==> src/rtl/vga_text_pkg.sv <==
// rtl/vga_text_pkg.sv - shared constants and types for the text-mode pixel pipeline
// Contents: glyph cell geometry, pipeline latency, text-cell field positions,
//           packed text-cell and 3-bit colour types, glyph ROM address helper.
package vga_text_pkg;

  localparam int CHAR_W   = 8;
  localparam int CHAR_H   = 16;
  localparam int PIPE_LAT = 5;

  // Text RAM word layout
  localparam int CHAR_LSB = 0;
  localparam int CHAR_MSB = 7;
  localparam int FG_LSB   = 8;
  localparam int BG_LSB   = 11;

  typedef logic [2:0] rgb3_t;

  typedef struct packed {
    logic [1:0] spare;
    rgb3_t      bg;
    rgb3_t      fg;
    logic [7:0] ch;
  } text_cell_t;

  // {char, row-in-glyph, column-in-glyph} is 15 bits; the ROM port is 14 bits,
  // so the char MSB falls off the top.
  function automatic logic [13:0] glyph_index(input logic [7:0] ch,
                                              input logic [3:0] gy,
                                              input logic [2:0] gx);
    logic [14:0] full;
    full = {ch, gy, gx};
    return full[13:0];
  endfunction

endpackage

==> src/rtl/text_cursor_blink.sv <==
// rtl/text_cursor_blink.sv - 5-bit frame counter giving the cursor blink phase
// Ports:
//   clk        in   pixel clock
//   rst_n      in   asynchronous active-low reset
//   frame_tick in   one-cycle pulse at the first pixel of each frame
//   phase      out  blink phase, toggles every 16 frames
module text_cursor_blink (
  input  logic clk,
  input  logic rst_n,
  input  logic frame_tick,
  output logic phase
);

  logic [4:0] frame_cnt;

  always_ff @(posedge clk or negedge rst_n) begin
    if (!rst_n) begin
      frame_cnt <= '0;
    end else if (frame_tick) begin
      frame_cnt <= frame_cnt + 5'd1;
    end
  end

  assign phase = frame_cnt[4];

endmodule

==> src/rtl/text_pixel_pipeline.sv <==
// rtl/text_pixel_pipeline.sv - text-mode pixel stage: position -> text RAM -> glyph ROM -> rgb
// Optional feature macro: TEXT_CURSOR_EN (blinking underline cursor).
// Ports:
//   pixel_clk, rst_n        clock, asynchronous active-low reset
//   h_pos, v_pos            beam position from the timing controller
//   h_sync_i, v_sync_i      raw syncs from the timing controller
//   txt_addr, txt_data      text RAM port (1-cycle read latency)
//   glyph_addr, glyph_bit   glyph ROM port (1-cycle read latency)
//   h_sync_o, v_sync_o      syncs delayed to line up with r/g/b
//   r, g, b                 pixel colour
//   cursor_col, cursor_row  cursor cell (TEXT_CURSOR_EN builds only)
module text_pixel_pipeline
  import vga_text_pkg::*;
#(
  parameter int   H_ACTIVE  = 800,
  parameter int   V_ACTIVE  = 600,
  parameter int   COLS      = 100,
  parameter int   ROWS      = 37,
  parameter logic SYNC_IDLE = 1'b1
) (
  input  logic        pixel_clk,
  input  logic        rst_n,
  input  logic [10:0] h_pos,
  input  logic [10:0] v_pos,
  input  logic        h_sync_i,
  input  logic        v_sync_i,
  output logic [11:0] txt_addr,
  input  logic [15:0] txt_data,
  output logic [13:0] glyph_addr,
  input  logic        glyph_bit,
  output logic        h_sync_o,
  output logic        v_sync_o,
  output logic        r,
  output logic        g,
  output logic        b
`ifdef TEXT_CURSOR_EN
  ,
  input  logic [6:0]  cursor_col,
  input  logic [5:0]  cursor_row
`endif
);

  // Lines below the last full text row are blank even inside V_ACTIVE.
  localparam int          TEXT_LINES = (ROWS * CHAR_H < V_ACTIVE) ? ROWS * CHAR_H : V_ACTIVE;
  localparam logic [11:0] COLS12     = 12'(COLS);

  logic [11:0] row_base;
  logic [11:0] addr_next;
  logic        active;
  logic        cur_hit;
  logic        unused_txt_bits;

  assign row_base        = {5'd0, v_pos[10:4]} * COLS12;
  assign addr_next       = row_base + {4'd0, h_pos[10:3]};
  assign active          = (h_pos < 11'(H_ACTIVE)) && (v_pos < 11'(TEXT_LINES));
  assign unused_txt_bits = ^txt_data[15:14];

`ifdef TEXT_CURSOR_EN
  logic frame_tick;
  logic blink_phase;

  assign frame_tick = (h_pos == 11'd0) && (v_pos == 11'd0);

  text_cursor_blink u_blink (
    .clk        (pixel_clk),
    .rst_n      (rst_n),
    .frame_tick (frame_tick),
    .phase      (blink_phase)
  );

  // Cursor is the bottom two glyph lines of the cursor cell; the blink phase is
  // captured with the cell so a frame tick later in the pipe cannot split a pixel.
  assign cur_hit = blink_phase
                && ({1'b0, cursor_row} == v_pos[10:4])
                && ({1'b0, cursor_col} == h_pos[10:3])
                && (v_pos[3:1] == 3'b111);
`else
  assign cur_hit = 1'b0;
`endif

  // S1: text RAM address, glyph coordinates, flags
  logic [2:0] s1_x;
  logic [3:0] s1_y;
  logic       s1_act, s1_hs, s1_vs, s1_cur;

  always_ff @(posedge pixel_clk or negedge rst_n) begin
    if (!rst_n) begin
      txt_addr <= '0;
      s1_x     <= '0;
      s1_y     <= '0;
      s1_act   <= 1'b0;
      s1_hs    <= SYNC_IDLE;
      s1_vs    <= SYNC_IDLE;
      s1_cur   <= 1'b0;
    end else begin
      txt_addr <= addr_next;
      s1_x     <= h_pos[2:0];
      s1_y     <= v_pos[3:0];
      s1_act   <= active;
      s1_hs    <= h_sync_i;
      s1_vs    <= v_sync_i;
      s1_cur   <= cur_hit;
    end
  end

  // S2: wait for the text RAM read
  logic [2:0] s2_x;
  logic [3:0] s2_y;
  logic       s2_act, s2_hs, s2_vs, s2_cur;

  always_ff @(posedge pixel_clk or negedge rst_n) begin
    if (!rst_n) begin
      s2_x   <= '0;
      s2_y   <= '0;
      s2_act <= 1'b0;
      s2_hs  <= SYNC_IDLE;
      s2_vs  <= SYNC_IDLE;
      s2_cur <= 1'b0;
    end else begin
      s2_x   <= s1_x;
      s2_y   <= s1_y;
      s2_act <= s1_act;
      s2_hs  <= s1_hs;
      s2_vs  <= s1_vs;
      s2_cur <= s1_cur;
    end
  end

  // S3: text cell is on txt_data now; issue the glyph ROM address
  rgb3_t s3_fg, s3_bg;
  logic  s3_act, s3_hs, s3_vs, s3_cur;

  always_ff @(posedge pixel_clk or negedge rst_n) begin
    if (!rst_n) begin
      glyph_addr <= '0;
      s3_fg      <= '0;
      s3_bg      <= '0;
      s3_act     <= 1'b0;
      s3_hs      <= SYNC_IDLE;
      s3_vs      <= SYNC_IDLE;
      s3_cur     <= 1'b0;
    end else begin
      glyph_addr <= glyph_index(txt_data[CHAR_MSB:CHAR_LSB], s2_y, s2_x);
      s3_fg      <= txt_data[FG_LSB +: 3];
      s3_bg      <= txt_data[BG_LSB +: 3];
      s3_act     <= s2_act;
      s3_hs      <= s2_hs;
      s3_vs      <= s2_vs;
      s3_cur     <= s2_cur;
    end
  end

  // S4: wait for the glyph ROM read
  rgb3_t s4_fg, s4_bg;
  logic  s4_act, s4_hs, s4_vs, s4_cur;

  always_ff @(posedge pixel_clk or negedge rst_n) begin
    if (!rst_n) begin
      s4_fg  <= '0;
      s4_bg  <= '0;
      s4_act <= 1'b0;
      s4_hs  <= SYNC_IDLE;
      s4_vs  <= SYNC_IDLE;
      s4_cur <= 1'b0;
    end else begin
      s4_fg  <= s3_fg;
      s4_bg  <= s3_bg;
      s4_act <= s3_act;
      s4_hs  <= s3_hs;
      s4_vs  <= s3_vs;
      s4_cur <= s3_cur;
    end
  end

  // S5: colour the glyph bit
  rgb3_t pix;

  always_comb begin
    pix = glyph_bit ? s4_fg : s4_bg;
    if (s4_cur) pix = s4_fg;
    if (!s4_act) pix = 3'b000;
  end

  always_ff @(posedge pixel_clk or negedge rst_n) begin
    if (!rst_n) begin
      {r, g, b} <= 3'b000;
      h_sync_o  <= SYNC_IDLE;
      v_sync_o  <= SYNC_IDLE;
    end else begin
      {r, g, b} <= pix;
      h_sync_o  <= s4_hs;
      v_sync_o  <= s4_vs;
    end
  end

endmodule

==> config.mk <==
export PLATFORM = sky130hd
export DESIGN_NAME = text_pixel_pipeline
export DESIGN_NICKNAME = d
export VERILOG_FILES = /design/src/rtl/vga_text_pkg.sv /design/src/rtl/text_cursor_blink.sv /design/src/rtl/text_pixel_pipeline.sv
export SDC_FILE = /design/constraint.sdc
export NUM_CORES = 1
export LEC_CHECK = 0
export CAP_MARGIN = 20
export CORE_MARGIN = 2
export CORE_UTILIZATION = 50
export CTS_CLUSTER_SIZE = 8
export DETAILED_ROUTE_END_ITERATION = 10
export PLACE_DENSITY_LB_ADDON = 0.25
export SYNTH_ARGS = -nofsm -noshare
export SYNTH_HDL_FRONTEND = slang
export SYNTH_HIERARCHICAL = 1
export SYNTH_SLANG_ARGS = --single-unit
==> constraint.sdc <==
create_clock -name pixel_clk -period 0.9 [get_ports pixel_clk]
set_input_delay 0.18 -clock pixel_clk [delete_from_list [all_inputs] [get_ports pixel_clk]]
set_output_delay 0.18 -clock pixel_clk [all_outputs]
set_load 0.02 [all_outputs]
======== Word level (Yosys, flattened, before mapping) ========
Cells that the tools add are included.
cells by class
  $add $sub $neg .......................... 1
  $mul .................................... 1
  magnitude comparators ................... 2
  mux-type cells .......................... 2
  reduce and logical (&&, ||, !) cells .... 1
operator list
  kind                                                   count
  < comparator 11 x 10 -> 1 bit (second input constant)  2
  adder 12 x 8 -> 12 bit                                 1
  multiplier 7 x 5 -> 10 bit (second input constant)     1
  2-to-1 mux 3 bit                                       2
  logical AND 1 bit                                      1
storage, ports and cells
  register bits after elaboration ......... 69
  bits of input ports ..................... 43
  logic and storage cells ................. 34

======== Depth between registers and ports, before layout ========
  depth after elaboration ................. 2
  mapped depth ............................ 14
  gate-level depth less buffers ........... 14

======== Worst setup path before layout ========
OpenSTA, ideal clock, no wires.
  path kind ............................... input port to flip-flop
  from .................................... in v_pos[5]
  to ...................................... reg txt_addr[11]
  arrival time ............................ 2,737 ps
  required time ........................... 820 ps
  setup slack ............................. -1,917 ps
  stages .................................. 14
  cells stage by stage .................... inv_1 -> ha_1 -> inv_1 -> ha_1 -> ha_1 -> inv_1 -> fa_1 -> inv_1 -> ha_1 -> o21ai_1 -> a21oi_2 -> o41ai_2 -> nor4_2 -> xnor2_1
between the ends
  longest elaborated chain between the ends .. 2
ends and longest elaborated chain
  item                        RTL line                   source
  from (decl)                 text_pixel_pipeline.sv:24  input logic [10:0] v_pos,
  multiplier 7 x 5 -> 10 bit  text_pixel_pipeline.sv:53  assign row_base = {5'd0, v_pos[10:4]} * COLS12;
  adder 12 x 8 -> 12 bit      text_pixel_pipeline.sv:54  assign addr_next = row_base + {4'd0, h_pos[10:3]};
  net addr_next[11]           text_pixel_pipeline.sv:48  logic [11:0] addr_next;
  to (signal assigned)        text_pixel_pipeline.sv:96  txt_addr <= addr_next;
  to (decl)                   text_pixel_pipeline.sv:27  output logic [11:0] txt_addr,
The timed path passes the listed nets, and every way through them passes these cells.

======== Worst setup path after layout ========
  from .................................... in v_pos[6]
  to ...................................... reg txt_addr[11]
Same word-level chain as after synthesis.

==> metrics.cfg <==
[power_and_ir_drop]
seq_power_share_pct = 39.7
power_density_mw_per_mm2 = 2101
p_switching_mw = 2.610
comb_power_share_pct = 32.0
p_int_mw = 6.327
peakVddDrop_mv = 1.324
swShare_pct = 29.20
p_clk_share_pct = 28.3
leakage_nw = 1.915

[sta]
finalMaxSlewViolations = 0
hold_violations = 0
fin_skew_ps = 12.72
setup_viol = 39
relSlewSlack_pct = 67.41
rsz0062_at_grt = yes
timing.setup.tns_ps = -12780
final.min_clock_period_ps = 2379
post-route-period-util_pct = 264.4
fmax_ghz = 0.4203
worst_slew_pin_slew_ps = 487.7
setup_slack_ps = -1479

[layout]
synthToLayoutAreaGrowth_pct = 62.91
layout-drive-gt1-share_pct = 47.44
final_nets = 363
diodes = 0
fin_cells = 363
final_cell_mix = 59 x dfrtp_1, 41 x buf_6, 30 x clkdlybuf4s50_1
final_common_cell = dfrtp_1
fin_util_pct = 83.83

[yosys]
syn_area_per_cell_um2 = 15.36
yosys_register_bits = 69
netlist_area_mm2 = 0.002611
syn_inst = 170
yosysUniqueCellTypes = 27
synthesis.nets = 245
synth_warnings = 6
ys_seq_area_share_pct = 66.60

[route]
firstDrtPassIters = 4
antenna_left = 0
wirelength_um = 6284
vias_per_cell = 4.700
drc_errors = 0
drt_iter0_drc = 76
wl_per_cell_um = 17.31
vias = 1706

[worst_setup_path]
cp-end-kind = register
critPathRequiredTime_ps = 1160
crit_chain = buf_6 > buf_6 > ha_4 > inv_2 > ha_4 > ha_4 > inv_2 > fa_1 > inv_2 > ha_4 > o21ai_2 > a21oi_2 > o41ai_4 > nor4_2 > xnor2_1
critPathMaxStageDelay_ps = 480
cp_slowest_cell = fa_1
reg2reg_slack_ps = 160
path_class = input port to register
r2r_start = s4_fg[1]
startpoint = v_pos[6]
start_kind = input port
worstPathMaxFanout = 2
crit_path_frequent_cell = ha_4
worst_ep_arrival_time_ps = 2640

[clock_network]
clock_path_buffers = 2
cts_tree = built
cts_max_level = 3
path_clk_slew_ps = 70
clock_sinks = 69
cts_buffers = 9
clock_latency_ps = 340
clock-root-buffer = clkbuf_8

[global_route]
grt_pass1_vias = 1937
grt-ovfl-total = 0
antenna_found_initial = 0
track_usage_pct = 23.10
grt_pass1_wl_um = 10070
grt_max_degree = 70

[floorplan]
rows = 26
initial_core_util_pct = 51.45
fp.dieH_um = 76.27
die_w_um = 76.27
fp.dieArea_mm2 = 0.005816
io_pins = 74
core_mm2 = 0.005075

[run_status]
violations = setup timing
status = finished with violations

[place]
dp_cells = 336
numPortBuffers = 70
pre_cts_slack_ps = -2242
hpwl_um = 3822
place_congestion = 0.7831

[flow_run]
drv_cap = 0

[min_path]
hold_class = input port to register
holdCritStartpoint = h_pos[5]

## layout make-up
type | count | area, um^2
Fill cell | 261 | 820.8
Clock buffer | 11 | 141.4
Multi-Input combinational cell | 86 | 1081
Inverter | 15 | 68.82
Tap cell | 70 | 87.58
Timing Repair Buffer | 107 | 1076
Clock inverter | 5 | 60.06
Sequential cell | 69 | 1739
## path summary, 6_finish.rpt
| path | endpoint | depth (start not counted) |
|---|---|---|
| max | txt_addr[11] | 15 |
| min | txt_addr[2] | 2 |
| max reg2reg | g | 2 |
| min reg2reg | s3_act | 0 |
| max in group asynchronous | s3_hs | 3 |
| min in group asynchronous | s1_y[0] | 3 |
## timing repair
action                                  CTS  global route
hold buffers                              1             0
endpoints found under the hold margin    59             0
setup buffers                             9             3
pin swaps                                26            13
endpoints found under the setup margin   41            40
resized for setup                       243             7
## cell usage after synthesis
master     count  area, um^2
fa_1           3       60.06
nor4_2         1       12.51
o21ai_0        3       15.01
a2111oi_0      1       8.760
a211oi_1       3       22.52
o41ai_2        1       16.27
xnor2_1        9       78.83
nand2_1        1       3.750
a21oi_2        1       8.760
ha_1          29       362.9
o21a_1         2       15.01
a21o_1         1       7.510
dfrtp_1       59        1476
o21ai_1        5       25.02
dfstp_2       10       262.8
a21oi_1        3       15.01
or2_1          1       6.260
nor3b_1        1       7.510
mux2i_1        3       30.03
a21boi_0       1       7.510
xor2_1         3       26.28
nor2_1         6       22.52
o311a_1        1       10.01
a211oi_2       1       12.51
inv_1         15       56.30
nor2b_1        5       31.28
o31a_2         1       10.01
## critical path: cells and delay by family
kind            cells  cell delay (ps)
compound gates      3              330
xor+xnor            1              150
buf+inv             5              340
fa+ha+maj           5             1470
simple gates        1              180
## power by group through the flow
stage               clock network (mW)  logic, mW  registers (mW)
floorplan                            0      0.949            3.81
global placement                     0       2.25            3.53
detailed placement                   0       2.31            3.55
CTS                               2.56       2.72            3.55
global route                      2.73       3.05            3.57
finish                            2.53       2.86            3.54
## state kept, by name, summed over array words and instances, names as in the netlist, 3 cells and up
signal / count
s1_y: 4
s4_fg: 3
s4_bg: 3
txt_addr: 12
s1_x: 3
glyph_addr: 14
s3_fg: 3
s2_x: 3
s3_bg: 3
s2_y: 4
## metal layers
layer  routed length, um  GRT usage [%]
met5                   0              0
met4                 129          7.273
met3                 175          4.502
met2                3510          42.39
met1                2469          27.31
## stage by stage
step	area, um^2	total power [mW]	hold WS [ps]
after floorplan	2755	4.756	-115.6
after global placement	3746	5.777	217.5
after detailed placement	3746	5.863	221.3
after CTS	4227	8.826	111.0
after global routing	4254	9.350	110.6
final	4254	8.937	126.0
## kinds of logic (layout without fill, tap and decap cells)
| group | after synthesis | in the layout | share of synthesized area [%] |
|---|---|---|---|
| flops | 69 | 69 | 66.60 |
| fa+ha+maj | 32 | 32 | 16.20 |
| compound gates | 24 | 24 | 6.660 |
| simple gates | 15 | 15 | 3.210 |
| buf+inv | 15 | 138 | 2.156 |
| xor+xnor | 12 | 12 | 4.025 |
| mux | 3 | 3 | 1.150 |
(Power assumes the default switching activity.)
